`config.mk`:
```
export PLATFORM = sky130hd
export DESIGN_NAME = cp0_exc_ctrl
export DESIGN_NICKNAME = d
export VERILOG_FILES = /design/src/rtl/cp0_defs.sv /design/src/rtl/exc_prio_enc.sv /design/src/rtl/cp0_exc_ctrl.sv
export SDC_FILE = /design/constraint.sdc
export NUM_CORES = 1
export LEC_CHECK = 0
export BUFFER_PORTS_ARGS = -buffer_cell sky130_fd_sc_hd__buf_2
export CAP_MARGIN = 20
export CELL_PAD_IN_SITES_DETAIL_PLACEMENT = 1
export CELL_PAD_IN_SITES_GLOBAL_PLACEMENT = 2
export CORE_UTILIZATION = 26
export DETAILED_ROUTE_END_ITERATION = 16
export GPL_TIMING_DRIVEN = 0
export PLACE_DENSITY_LB_ADDON = 0.12
export SKIP_CTS_REPAIR_TIMING = 1
export SYNTH_ARGS = -nofsm -noshare
export SYNTH_HDL_FRONTEND = slang
export SYNTH_HIERARCHICAL = 1
export SYNTH_SLANG_ARGS = --single-unit
```
`constraint.sdc`:
```
create_clock -name clk -period 6.5 [get_ports clk]
set_input_delay 0.325 -clock clk [delete_from_list [all_inputs] [get_ports clk]]
set_output_delay 0.325 -clock clk [all_outputs]
set_load 0.01 [all_outputs]
```
`src/rtl/cp0_defs.sv`:
```
// Shared constants for the CP0 exception commit controller: ExcCodes, CP0 register
// indices, FSM encoding, exception flag bit positions and the priority-encoder result.
package cp0_defs;

   localparam logic [4:0] EXC_INT  = 5'd0;
   localparam logic [4:0] EXC_ADEL = 5'd4;
   localparam logic [4:0] EXC_ADES = 5'd5;
   localparam logic [4:0] EXC_SYS  = 5'd8;
   localparam logic [4:0] EXC_BP   = 5'd9;
   localparam logic [4:0] EXC_RI   = 5'd10;
   localparam logic [4:0] EXC_OV   = 5'd12;

   localparam int unsigned REG_BADVADDR = 8;
   localparam int unsigned REG_STATUS   = 12;
   localparam int unsigned REG_CAUSE    = 13;
   localparam int unsigned REG_EPC      = 14;

   localparam logic [1:0] ST_IDLE     = 2'd0;
   localparam logic [1:0] ST_COMMIT   = 2'd1;
   localparam logic [1:0] ST_REDIRECT = 2'd2;

   localparam int unsigned FLAG_ADEL_IF = 7;
   localparam int unsigned FLAG_RI      = 6;
   localparam int unsigned FLAG_OV      = 5;
   localparam int unsigned FLAG_SYS     = 4;
   localparam int unsigned FLAG_BP      = 3;
   localparam int unsigned FLAG_ADEL_LD = 2;
   localparam int unsigned FLAG_ADES    = 1;
   localparam int unsigned FLAG_ERET    = 0;

   typedef struct packed {
      logic       hit;
      logic       is_eret;
      logic [4:0] code;
      logic       need_badvaddr;
      logic       badaddr_is_pc;
   } prio_t;

endpackage

```
`src/rtl/exc_prio_enc.sv`:
```
// Fixed-priority encoder: picks the single winning event among a pending interrupt,
// the exception flags of the committing instruction, and ERET.
module exc_prio_enc
   import cp0_defs::*;
(
   input  logic       int_p_i,
   input  logic [7:0] exc_flags_i,
   output prio_t      prio_o
);

   always_comb begin
      prio_o     = '0;
      prio_o.hit = 1'b1;
      if (int_p_i) begin
         prio_o.code = EXC_INT;
      end else if (exc_flags_i[FLAG_ADEL_IF]) begin
         prio_o.code          = EXC_ADEL;
         prio_o.need_badvaddr = 1'b1;
         prio_o.badaddr_is_pc = 1'b1;
      end else if (exc_flags_i[FLAG_RI]) begin
         prio_o.code = EXC_RI;
      end else if (exc_flags_i[FLAG_OV]) begin
         prio_o.code = EXC_OV;
      end else if (exc_flags_i[FLAG_SYS]) begin
         prio_o.code = EXC_SYS;
      end else if (exc_flags_i[FLAG_BP]) begin
         prio_o.code = EXC_BP;
      end else if (exc_flags_i[FLAG_ADEL_LD]) begin
         prio_o.code          = EXC_ADEL;
         prio_o.need_badvaddr = 1'b1;
      end else if (exc_flags_i[FLAG_ADES]) begin
         prio_o.code          = EXC_ADES;
         prio_o.need_badvaddr = 1'b1;
      end else if (exc_flags_i[FLAG_ERET]) begin
         prio_o.is_eret = 1'b1;
      end else begin
         prio_o.hit = 1'b0;
      end
   end

endmodule

```
`src/rtl/cp0_exc_ctrl.sv`:
```
// Exception/interrupt commit controller: latches the winning event in IDLE, writes CP0
// in COMMIT while flushing the pipe, then holds the front-end redirect until accepted.
module cp0_exc_ctrl
   import cp0_defs::*;
#(
   parameter int unsigned     WIDTH      = 32,
   parameter logic [WIDTH-1:0] EXC_VECTOR = 32'hBFC00380
) (
   input  logic             clk,
   input  logic             rst_n,
   input  logic             exc_valid,
   input  logic [7:0]       exc_flags,
   input  logic [WIDTH-1:0] exc_pc,
   input  logic [WIDTH-1:0] exc_badaddr,
   input  logic             exc_in_ds,
   input  logic [5:0]       hw_int,
   input  logic [WIDTH-1:0] status_in,
   input  logic [WIDTH-1:0] cause_in,
   input  logic [WIDTH-1:0] epc_in,
   input  logic             redirect_ready,
   output logic             exc_ready,
   output logic [WIDTH-1:0] cp0_we,
   output logic [WIDTH-1:0] cp0_epc,
   output logic [WIDTH-1:0] cp0_badaddr,
   output logic [4:0]       cp0_exc_code,
   output logic             cp0_bd,
   output logic             cp0_exl,
   output logic             flush,
   output logic             redirect_valid,
   output logic [WIDTH-1:0] redirect_pc
);

   logic             int_p;
   prio_t            prio;
   logic [1:0]       state_q, state_d;
   logic [4:0]       code_q, code_d;
   logic             eret_q, eret_d;
   logic             badv_q, badv_d;
   logic             bd_q, bd_d;
   logic [WIDTH-1:0] epc_q, epc_d;
   logic [WIDTH-1:0] badaddr_q, badaddr_d;
   logic [WIDTH-1:0] target_q, target_d;
   logic             unused_bits;

   assign int_p = status_in[0] & ~status_in[1] & |(status_in[15:8] & {hw_int, cause_in[9:8]});
   assign unused_bits = ^{status_in[WIDTH-1:16], status_in[7:2], cause_in[WIDTH-1:10],
                          cause_in[7:0]};

   exc_prio_enc u_prio (
      .int_p_i     (int_p),
      .exc_flags_i (exc_flags),
      .prio_o      (prio)
   );

   always_comb begin
      state_d   = state_q;
      code_d    = code_q;
      eret_d    = eret_q;
      badv_d    = badv_q;
      bd_d      = bd_q;
      epc_d     = epc_q;
      badaddr_d = badaddr_q;
      target_d  = target_q;
      case (state_q)
         ST_IDLE: begin
            if (exc_valid && prio.hit) begin
               // ERET carries no EPC/BadVAddr/BD payload; zero them so COMMIT stays clean.
               state_d   = ST_COMMIT;
               code_d    = prio.code;
               eret_d    = prio.is_eret;
               badv_d    = prio.need_badvaddr;
               bd_d      = exc_in_ds & ~prio.is_eret;
               epc_d     = prio.is_eret ? '0 : (exc_in_ds ? exc_pc - WIDTH'(4) : exc_pc);
               badaddr_d = !prio.need_badvaddr ? '0 :
                           (prio.badaddr_is_pc ? exc_pc : exc_badaddr);
               target_d  = prio.is_eret ? epc_in : EXC_VECTOR;
            end
         end
         ST_COMMIT:   state_d = ST_REDIRECT;
         ST_REDIRECT: if (redirect_ready) state_d = ST_IDLE;
         default:     state_d = ST_IDLE;
      endcase
   end

   always_ff @(posedge clk) begin
      if (!rst_n) begin
         state_q   <= ST_IDLE;
         code_q    <= '0;
         eret_q    <= 1'b0;
         badv_q    <= 1'b0;
         bd_q      <= 1'b0;
         epc_q     <= '0;
         badaddr_q <= '0;
         target_q  <= '0;
      end else begin
         state_q   <= state_d;
         code_q    <= code_d;
         eret_q    <= eret_d;
         badv_q    <= badv_d;
         bd_q      <= bd_d;
         epc_q     <= epc_d;
         badaddr_q <= badaddr_d;
         target_q  <= target_d;
      end
   end

   always_comb begin
      cp0_we       = '0;
      cp0_epc      = '0;
      cp0_badaddr  = '0;
      cp0_exc_code = '0;
      cp0_bd       = 1'b0;
      cp0_exl      = 1'b0;
      if (state_q == ST_COMMIT) begin
         cp0_we[REG_STATUS] = 1'b1;
         if (!eret_q) begin
            cp0_we[REG_CAUSE]    = 1'b1;
            cp0_we[REG_EPC]      = 1'b1;
            cp0_we[REG_BADVADDR] = badv_q;
            cp0_epc              = epc_q;
            cp0_badaddr          = badaddr_q;
            cp0_exc_code         = code_q;
            cp0_bd               = bd_q;
            cp0_exl              = 1'b1;
         end
      end
   end

   assign exc_ready      = (state_q == ST_IDLE);
   assign flush          = (state_q == ST_COMMIT);
   assign redirect_valid = (state_q == ST_REDIRECT);
   assign redirect_pc    = redirect_valid ? target_q : '0;

endmodule

```
# After elaboration in Yosys (flattened, before gate mapping)
# Cells that the tools add are included.
[word_totals]
mem_count = 0
reg_bits = 106
mem_bits_rw = 0
mem_bits_ro = 0
wordCells = 70
latch_bits = 0
inputBits = 179
[classes]
multipliers = 0
muxes = 46
n_reduce_logical = 5
n_addsub = 1
eq_ne = 4
n_shift = 0
magnitude_cmp = 0
bitwise_logic = 6
div = 0
[ops]
columns = ["op", "n"]
rows = [
  ["$mux 32", 10],
  ["$mux 5", 7],
  ["$sub 32x3->32 const B", 1],
  ["$mux 2", 12],
  ["$mux 1", 12],
  ["$mux 6", 2],
  ["$and 8x8->8", 1],
  ["$reduce_or 8->1", 1],
  ["$pmux 2 s3", 1],
  ["$mux 4", 1],
  ["$reduce_and 2->1", 2],
  ["$and 1x1->1", 3],
  ["$mux 3", 1],
  ["$eq 2x1->1 const B", 1],
  ["$eq 2x2->1 const B", 1],
  ["$logic_not 2->1", 1],
  ["$ne 2x1->1 const B", 1],
  ["$ne 2x2->1 const B", 1],
  ["$not 1->1", 2],
  ["$logic_and 1x1->1", 1],
]

# Depth between registers and ports, before layout
# Gate-level depths: netlist of the first run.
[logic_depth]
depth_word = 12
ltp_mapped = 11

# Modules after synthesis
# The synthesis of the first run kept the hierarchy.
[modules_own_cells]
columns = ["module", "cells_each", "area_per_inst_um2", "n_inst", "seq_area_each_um2"]
rows = [
  ["cp0_exc_ctrl", 704, 5860.6, 1, 2122.0],
  ["exc_prio_enc", 21, 135.1, 1, 0.0],
]

# Worst setup path before layout of the first run
# Ideal clock, no wire load.
[synth_path]
path_kind = "input to register"
from = "input port status_in[9]"
to = "register target_q[31]"
arrival_time_ps = 2288
path_stages = 11
n_path_buf = 3
required_ps = 6384
setup_time_ps = 116
slack_ps = 4096
path_cell_list = "a22o_1 a221oi_1 a311oi_1 nor2_1 nand4b_1 and3_1 clkbuf_1 buf_2 buf_1 nand3b_1 o211a_1"
[synth_lines]
columns = ["item", "line", "rtl"]
rows = [
  ["start, declared", "cp0_exc_ctrl.sv:17", "input logic [WIDTH-1:0] status_in,"],
  ["end signal, assigned", "cp0_exc_ctrl.sv:103", "target_q <= target_d;"],
  ["end, declared", "cp0_exc_ctrl.sv:42", "logic [WIDTH-1:0] target_q, target_d;"],
]

==> results of run 1 <==
==> final timing paths <==
kind                            slack (ns)  cells past startpoint    startpoint            end
worst min-delay path                  0.24                      3    epc_in[13]   target_q[13]
worst max-delay path                  3.46                     12  status_in[9]  badaddr_q[23]
worst max register to register        4.27                      7    state_q[1]  badaddr_q[23]
worst min register to register        0.44                      2     epc_q[21]      epc_q[21]
==> metal layers <==
metal	track usage	vias up	wire, um
met5	0	-	13
met4	0.03714	2	170
met3	0.04791	12	1271
met2	0.3128	149	10090
met1	0.2237	2684	9567
li1	-	2932	-
==> sequential cells by signal (all words and copies together), names as in the netlist <==
name and count:
bd_q 1, state_q 2, target_q 32, code_q 5, epc_q 32, badv_q 1
badaddr_q 32, eret_q 1
==> power by group through the flow <==
| stage | clock (uW) | sequential (uW) | combinational, uW |
|---|---|---|---|
| finish | 549 | 695 | 271 |
| CTS | 572 | 695 | 278 |
| global route | 590 | 699 | 302 |
| floorplan | 0 | 706 | 159 |
| global placement | 0 | 710 | 277 |
| detailed placement | 0 | 711 | 277 |
==> final cells by class <==
class / count / share of cell area
repair buffers: 236 / 0.1491
inverters: 6 / 0.002843
plain buffers: 89 / 0.06034
multi-input cells: 551 / 0.4386
diodes: 1 / 0.0003159
clock buffers: 13 / 0.03285
well taps: 285 / 0.04502
flip-flops and latches: 106 / 0.2679
clock inverters: 3 / 0.003001
==> cells in the final DEF, fill, tap and decap left out, drive strengths merged, types with 26 or more instances in the layout <==
master  count
dfxtp     106
nand2     101
a21boi     64
clkbuf     58
conb       29
and2      106
buf       280
o21ai      26
mux2       32
nand3      57
==> through the flow <==
stage | worst slack [ns] | instance area [um^2] | instances | utilization | total power, uW
4_1_cts | 3.491 | 7919 | 1289 | 0.3498 | 1545
3_3_place_gp | 3.117 | 7635 | 1273 | 0.3372 | 986.3
5_1_grt | 3.198 | 7919 | 1289 | 0.3498 | 1591
3_5_place_dp | 3.118 | 7635 | 1273 | 0.3372 | 987.2
6_report | 3.458 | 7921 | 1290 | 0.3499 | 1515
2_1_floorplan | 4.096 | 6097 | 752 | - | 865.3
==> cells by family (layout without fill, tap and decap cells) <==
logic type / Yosys count / after routing / synth area share
AO/OA/AOI/OAI: 118 / 118 / 0.1440
flip-flops: 106 / 106 / 0.3539
buffers and inverters: 95 / 347 / 0.08347
adder cells (fa/ha/maj): 1 / 1 / 0.002086
multiplexers: 32 / 32 / 0.06010
XOR/XNOR: 28 / 28 / 0.04090
other: 2 / 30 / 0.001253
AND/OR/NAND/NOR: 343 / 343 / 0.3143
==> critical path: cells and delay by family <==
family	cells	cell delay (ns)
compound gates	4	1.09
buf+inv	4	1.16
simple gates	4	0.73
==> implementation parameters, run 1 <==
Parameter                              Value

Run status
  Result of the run    finished, final reports clean

Power
  NetSw    around 440 uW
  Switching Fraction    0.2876
  Leakage    ~0.0036 uW
  Power share of the clock group    0.362
  Logic pwr share    0.179
  P_int    1080 uW
  Maximum ir drop on the vdd rail    0.1116 mV
  Power per unit of standard cell area    ~190 nW/um^2
  Sequential share of power    0.459

GRT
  Via count of the first global-routing pass    5862
  Aggregate global-route resource usage    0.1806
  Global-route wire length before repair    33.18 mm
  Number of antenna violations at the first check in global routing    3
  Global route total overflow    0
  Largest net degree at the start of global routing    17

Routing
  Residual DRC count    0
  Initial drt markers    152
  Average vias per placed instance    4.480
  Total iterations of the first detailed-routing run    4
  Count of nets left with antenna violations after detail routing    0
  Total number of vias    ~5800
  Drt wl/cell    16.37 um
  Drt total wl    21.11 mm

Clock network
  Root Buffer Master    clkbuf_16
  TritonCTS buffer count    9
  TritonCTS clock tree    yes
  Clock sink count    106
  Number of H-tree levels    3
  Clock latency reported for the late side of the worst-skew pair    0.36 ns
  Number of buffers between clock root and the deepest sink    2
  Clock input transition at the sequential cells of the worst setup and hold paths    0.07 ns

Floorplanning
  Die Y-Extent    153.9 um
  Die span in x    around 150 um
  Ports    317
  Die Outline Area    23670 um^2
  Initial Utilization    0.2648
  CORE AREA    22640 um^2
  Row Count    55

STA
  Minimum hold slack    0.2441 ns
  Final worst path period need    3.042 ns
  Worst setup skew after layout    0.01069 ns
  Setup repair after global routing missed its margin    false
  Slew headroom    0.4292
  Pins over their slew limit    0
  Pin slew with the least headroom to its limit    0.8504 ns
  Hold Violations, Final    0
  Setup tns final    0 ns
  Final setup viols    0
  Period utilization    0.4680
  Max Fclk    0.3287 GHz

Logic synthesis
  Predominant post-synthesis flop cell    dfxtp_1
  Synth top area cells    dfxtp_1 (35%), and2_1 (11%), a21boi_0 (8.0%)
  Cell Area, Synth    5996 um^2
  Share of async-settable or async-resettable flops after synthesis    0
  Gate Count Post-Synth    slightly above 700
  Commonest cells in the netlist    dfxtp_1 (106), and2_1 (104), nand2_1 (101), a21boi_0 (64), nand3_1 (57)
  Count of state elements after synthesis    106
  Cell type with the highest aggregate area in the netlist    dfxtp_1
  Post-synth EDFFs    0
  Seq/Total Area, Yosys    0.3539
  Yosys synthesis warning count    6
  Mean instance size in the synthesized netlist    8.270 um^2
  Post-synth cell types    51
  Most used standard cell by instance count after synthesis    dfxtp_1
  Proportion of netlist area held by the largest area contributor    0.3539

Place
  Port-buffer cells    between 200 and 250
  Detail Placement HPWL    16.59 mm
  GPL Wtd Cong    around 0.73

Critical path
  Largest fanout of any net on the critical path    10
  Worst setup SP type    primary input
  Critical Path Sink Type    register
  Signal arrival time at the worst endpoint    3.32 ns
  Delay of the slowest cell on the worst path    0.73 ns
  Most used cell along the critical path    buf_2
  Required time worst endpoint    6.78 ns
  Critical Setup Path Class    primary input to register
  Critical path, cell by cell    buf_2 -> a22o_1 -> a221oi_1 -> a311oi_1 -> nor2_1 -> nand4b_1 -> and3_1 -> clkbuf_1 -> buf_2 -> buf_1 -> nand3_1 -> a21boi_0
  Slowest library cell on the worst path    a311oi_1

Cells and area
  Fill cell instance count of the final layout    2841
  FF+latch area    between 2000 and 2500 um^2
  P&R area growth vs syn    32.12%
  Number of nets at the end of the flow    1179
  Footprint of the multi-input gates    3475 um^2
  Share of layout cells above drive strength 1    0.3317

Min path
  Worst hold path type    primary input to register

Run
  Maximum Capacitance Violations    0
No activity file was read; power rests on OpenSTA's default activity.
==> run 2, diff against run 1 <==
Settings changed: CORE_UTILIZATION 26 to 24.
Clock period 6.5 ns to 2.8 ns, I/O delays scaled along.
==> implementation parameters, run 2 (same netlist as run 1, synthesis figures left out) <==
Parameter                              Value

Run status
  Result of the run    finished, final reports clean

STA
  Final worst path period need    2.506 ns
  Slew headroom    0.5541 (+0.1249)
  Pin slew with the least headroom to its limit    0.6688 ns (-0.1816 ns)
  Max Fclk    0.3990 GHz
  Hold Violations, Final    0 (unchanged)
  Pins over their slew limit    0 (unchanged)
  Setup repair after global routing missed its margin    false
  Worst setup skew after layout    0.008125 ns (-0.002566 ns)
  Minimum hold slack    0.02860 ns (-0.2155 ns)
  Period utilization    0.8952
  Setup tns final    0 ns (unchanged)
  Final setup viols    0 (unchanged)

Power
  Sequential share of power    0.443 (-0.016)
  Maximum ir drop on the vdd rail    0.2921 mV (+160%)
  NetSw    1013 uW (+130%)
  Power, Total    3641 uW (+140%)
  P_int    2628 uW (+140%)
  Logic pwr share    0.175 (-0.004)
  Power share of the clock group    0.382 (+0.020)
  Power per unit of standard cell area    454.3 nW/um^2 (+140%)
  Switching Fraction    0.2783 (-0.009287)
  Leakage    0.003615 uW (+1.2%)

GRT
  Global-route wire length before repair    34.49 mm (+4.0%)
  Fraction of met1 tracks used by global routing    0.2133 (-0.01044)
  Via count of the first global-routing pass    6013 (+2.6%)
  Most heavily used metal layer in global routing    met2
  Global Route met2 Usage    0.2996 (-0.01317)
  Met3 GRT Util    0.05195 (+0.004034)
  Number of antenna violations at the first check in global routing    3 (unchanged)
  Aggregate global-route resource usage    0.1744 (-0.006243)
  Largest net degree at the start of global routing    17 (unchanged)
  Global route total overflow    0 (unchanged)

Critical path
  Largest fanout of any net on the critical path    10 (unchanged)
  Reg2reg setup slack    0.69 ns (-3.58 ns)
  FF-to-FF path depth    7 (unchanged)
  Cell family with most CP delay    simple AND/OR/NAND/NOR gates
  Worst setup SP type    primary input
  Critical register-to-register path endpoint    target_q[29]
  Delay of the slowest cell on the worst path    0.35 ns (-0.38 ns)
  Signal arrival time at the worst endpoint    2.75 ns (-0.57 ns)
  Critical Path Sink Type    register
  Slowest library cell on the worst path    nand2b_1
  Critical Setup Path Class    primary input to register
  Number of buffers and inverters on the critical path    3 (-1)
  Required time worst endpoint    3.05 ns (-3.73 ns)
  Critical path, cell by cell    buf_2 -> a22o_1 -> a221oi_1 -> a311oi_2 -> nor2_1 -> nand4b_1 -> and3_1 -> clkbuf_1 -> and2_1 -> nand2b_1 -> clkbuf_2 -> o21ai_0
  Reg-to-reg critical path startpoint    state_q[1]

Routing
  Drt wl/cell    16.63 um (+1.6%)
  Residual DRC count    0 (unchanged)
  Drt total wl    22.07 mm (+4.5%)
  Average vias per placed instance    4.336 (-3.2%)
  Initial drt markers    157 (+3.3%)
  Total iterations of the first detailed-routing run    4 (unchanged)
  Count of nets left with antenna violations after detail routing    0 (unchanged)
  Total number of vias    5754 (-0.43%)

Place
  GPL Wtd Cong    0.7645 (+4.1%)
  Port-buffer cells    236 (unchanged)
  Detail Placement HPWL    17.31 mm (+4.4%)

Floorplanning
  Die span in x    160.1 um (+4.0%)
  Initial Utilization    0.2458 (-0.01901)
  Ports    317 (unchanged)
  Die Y-Extent    160.1 um (+4.0%)
  Die Outline Area    25620 um^2 (+8.2%)
  Row Count    57 (+3.6%)
  CORE AREA    24390 um^2 (+7.7%)

Clock network
  Clock latency reported for the late side of the worst-skew pair    0.36 ns (about the same)
  TritonCTS buffer count    9 (unchanged)
  Clock sink count    106 (unchanged)
  Clock input transition at the sequential cells of the worst setup and hold paths    0.07 ns (about the same)
  Number of H-tree levels    3 (unchanged)
  TritonCTS clock tree    yes
  Root Buffer Master    clkbuf_16
  Number of buffers between clock root and the deepest sink    2 (unchanged)

Cells and area
  Most common library cell in the layout ignoring fill and taps    buf_2
  Fill cell instance count of the final layout    3075 (+8.2%)
  P&R area growth vs syn    33.66%
  Largest regs    badaddr_q x32, epc_q x32, target_q x32
  Number of nets at the end of the flow    1179 (unchanged)
  Share of layout cells above drive strength 1    0.3423 (+0.01064)
  Most frequent cells in the layout    buf_2 (237), dfxtp_1 (106), and2_1 (104)

Min path
  Worst hold start    rst_n
  Worst hold path type    primary input to register
  Hold EP    state_q[0]
  Hold Path Stages    2 (-1)

Run
  Maximum Capacitance Violations    0 (unchanged)
run 2: changes by cell type in the layout (fill, tap and decap cells not counted):
cell and change:
clkbuf_1 -9, nand3_2 +1, clkinvlp_4 -1, nand3_1 -1, buf_1 -1, clkinv_2 +1
a311oi_1 -1, a311oi_2 +1, clkbuf_8 -2, clkbuf_2 +8, bufinv_16 +2
run 2: worst max path at each step:
stage	start	to	slack (ns)	cells after the start
floorplan	status_in[9]	target_q[31]	0.58	11
global route	status_in[9]	epc_q[12]	0.03	12
global placement	status_in[9]	badaddr_q[10]	-0.38	11
finish	status_in[9]	epc_q[16]	0.29	12
CTS	state_q[0]	cp0_badaddr[0]	-0.11	6
detailed placement	status_in[9]	badaddr_q[10]	-0.37	11
run 2: layout make-up:
type                       count  area [um^2]  share of cell area
multi-input combinational    551         3486              0.4350
sequential                   106         2122              0.2648
timing repair buffer         236         1181              0.1474
buffer                        89        488.0             0.06089
tap                          324        405.4             0.05059
clock buffer                   9        225.2             0.02810
clock inverter                 5        81.33             0.01015
inverter                       6        22.52            0.002810
antenna                        1        2.502           0.0003123
run 2: power groups by stage:
stage	Clock, uW	Combinational [uW]	Sequential, uW
6_report	1390	637	1610
5_1_grt	1490	715	1620
4_1_cts	1460	649	1620
3_5_place_dp	0	647	1650
3_3_place_gp	0	647	1650
2_1_floorplan	0	370	1640
run 2: metal layers:
metal / wire, um / vias to the layer above
li1: - / 2932
met1: 9984 / 2650
met2: 10400 / 157
met3: 1457 / 13
met4: 217 / 2
met5: 13 / -
run 2: per-stage QoR:
step                area (um^2)  setup WS (ns)  std cells    util
floorplan                  6097         0.5812        752       -
global placement           7684        -0.3835       1312  0.3150
detailed placement         7684        -0.3733       1312  0.3150
CTS                        7990        -0.1108       1326  0.3276
global route               8011        0.03250       1326  0.3285
finish                     8014         0.2936       1327  0.3286
==> run 3, diff against run 2 <==
Settings changed: BUFFER_PORTS_ARGS -buffer_cell sky130_fd_sc_hd__buf_2 to not set, CORE_UTILIZATION 24 to 31, DONT_BUFFER_PORTS set to 1.
==> implementation parameters, run 3 (same netlist as run 1, synthesis figures left out) <==
Parameter                              Value

Run
  Maximum Capacitance Violations    0 (unchanged)

Power
  Maximum ir drop on the vdd rail    0.3154 mV (+8.0%)
  Power, Total    3407 uW (-6.4%)
  Power per unit of standard cell area    480.4 nW/um^2 (+5.7%)
  Leakage    0.002643 uW (-27%)

Routing
  Count of nets left with antenna violations after detail routing    0 (unchanged)
  Total iterations of the first detailed-routing run    4 (unchanged)
  Average vias per placed instance    4.897 (+13%)
  Residual DRC count    0 (unchanged)
  Total number of vias    5215 (-9.4%)
  Initial drt markers    153 (-2.5%)
  Drt total wl    20.02 mm (-9.3%)
  Drt wl/cell    18.79 um (+13%)

Cells and area
  Most frequent cells in the layout    dfxtp_1 (106), and2_1 (104), nand2_1 (101)
  Number of standard cells in the layout, taps in and fillers out    1065 (-20%)
  Most common library cell in the layout ignoring fill and taps    dfxtp_1
  N_diodes    0 (-1)
  Share of layout cells above drive strength 1    0.1267 (-0.2156)
  Number of nets at the end of the flow    980 (-17%)
  Post-route design area    7092 um^2 (-12%)
  Largest regs    badaddr_q x32, epc_q x32, target_q x32
  P&R area growth vs syn    18.28%

Min path
  Worst hold path type    primary input to register

Floorplanning
  Die span in x    141.1 um (-12%)
  Row Count    50 (-12%)
  Die Y-Extent    141.1 um (-12%)
  Ports    317 (unchanged)
  Die Outline Area    19900 um^2 (-22%)
  Initial Utilization    0.3184 (+0.07259)
  CORE AREA    18830 um^2 (-23%)

GRT
  Via count of the first global-routing pass    5248 (-13%)
  Global route total overflow    0 (unchanged)
  Aggregate global-route resource usage    0.1953 (+0.02089)
  Global-route wire length before repair    29.53 mm (-14%)
  Number of antenna violations at the first check in global routing    0 (-3)
  Largest net degree at the start of global routing    18 (+1)

Clock network
  Number of H-tree levels    3 (unchanged)
  Root Buffer Master    clkbuf_16
  TritonCTS buffer count    9 (unchanged)
  Clock latency reported for the late side of the worst-skew pair    0.35 ns (about the same)
  TritonCTS clock tree    yes
  Number of buffers between clock root and the deepest sink    2 (unchanged)
  Clock input transition at the sequential cells of the worst setup and hold paths    0.07 ns (about the same)
  Clock sink count    106 (unchanged)

Place
  Detail Placement HPWL    15.64 mm (-9.7%)
  GPL Wtd Cong    0.8348 (+9.2%)
  Instance area after placement    6422 um^2 (-16%)
  DP Cell Count    1012 (-23%)
  Port-buffer cells    0 (-100%)

Critical path
  Critical Setup Path Class    register to output pin
  Most used cell along the critical path    nor2b_1
  Worst setup SP type    register
  Required time worst endpoint    2.66 ns (-0.39 ns)
  Signal arrival time at the worst endpoint    2.37 ns (-0.38 ns)
  Critical Path Sink Type    output pin
  Largest fanout of any net on the critical path    10 (unchanged)
  Critical path, cell by cell    nor2b_1 -> nor2b_1 -> clkbuf_2 -> clkbuf_1 -> and2_1
  Slowest library cell on the worst path    clkbuf_1
  Delay of the slowest cell on the worst path    0.46 ns (+0.11 ns)

STA
  Pin slew with the least headroom to its limit    0.6448 ns (-0.02397 ns)
  Worst setup skew after layout    0.005618 ns (-0.002507 ns)
  Setup tns final    0 ns (unchanged)
  Period utilization    0.8952 (about the same)
  Pins over their slew limit    0 (unchanged)
  Setup repair after global routing missed its margin    false
  Max Fclk    0.3990 GHz (about the same)
  Hold Violations, Final    9 (+9)
  Final worst path period need    2.506 ns (+0.00004100 ns)
  Final setup viols    0 (unchanged)
  Slew headroom    0.5701 (+0.01598)
  Minimum hold slack    -0.03081 ns (-0.05941 ns)

Run status
  Failing checks    negative hold slack
  Result of the run    finished, violations left
## run 3: area by class of cell
cell class                      instances  area [um^2]
Timing Repair Buffer                   37        370.4
Sequential cell                       106         2122
Buffer                                 89        480.5
Fill cell                            2252        11740
Inverter                                6        22.52
Multi-Input combinational cell        551         3481
Clock inverter                          5        37.54
Tap cell                              260        325.3
Clock buffer                           11        252.7
## run 3: power by group
| group | internal [uW] | total [uW] | switching (uW) | leakage (uW) |
|---|---|---|---|---|
| clock network | 658 | 1260 | 604 | 0.000143 |
| registers | 1580 | 1620 | 33.8 | 0.000866 |
| logic | 227 | 529 | 302 | 0.00163 |
## run 3: per-layer routing
layer	share of wire	GRT usage
met4	0.021	0.06236
met5	0	0
met3	0.063	0.05639
met1	0.41	0.2197
met2	0.51	0.3523
## run 3: path summary, 6_finish.rpt
kind	startpoint	endpoint	slack (ns)	cells past startpoint
min	epc_in[5]	target_q[5]	-0.03	2
max	state_q[0]	cp0_badaddr[2]	0.29	5
max reg2reg	state_q[1]	badaddr_q[19]	0.50	7
min reg2reg	epc_q[25]	epc_q[25]	0.45	2
## run 3: per-stage QoR
| step | utilization | setup slack (ns) | hold slack, ns |
|---|---|---|---|
| after floorplan | - | 0.5812 | 0.2850 |
| after global placement | 0.3411 | -0.1531 | 0.3073 |
| after detailed placement | 0.3411 | -0.2817 | 0.3187 |
| after CTS | 0.3565 | -0.1253 | -0.05887 |
| after global routing | 0.3766 | 0.02420 | -0.006394 |
| final | 0.3766 | 0.2935 | -0.03081 |
## run 3: critical path: cells and delay by family (launching register included)
| kind | cells | cell delay, ns |
|---|---|---|
| DFF | 1 | 0.35 |
| and+or+nand+nor | 3 | 0.91 |
| buffers and inverters | 2 | 0.76 |
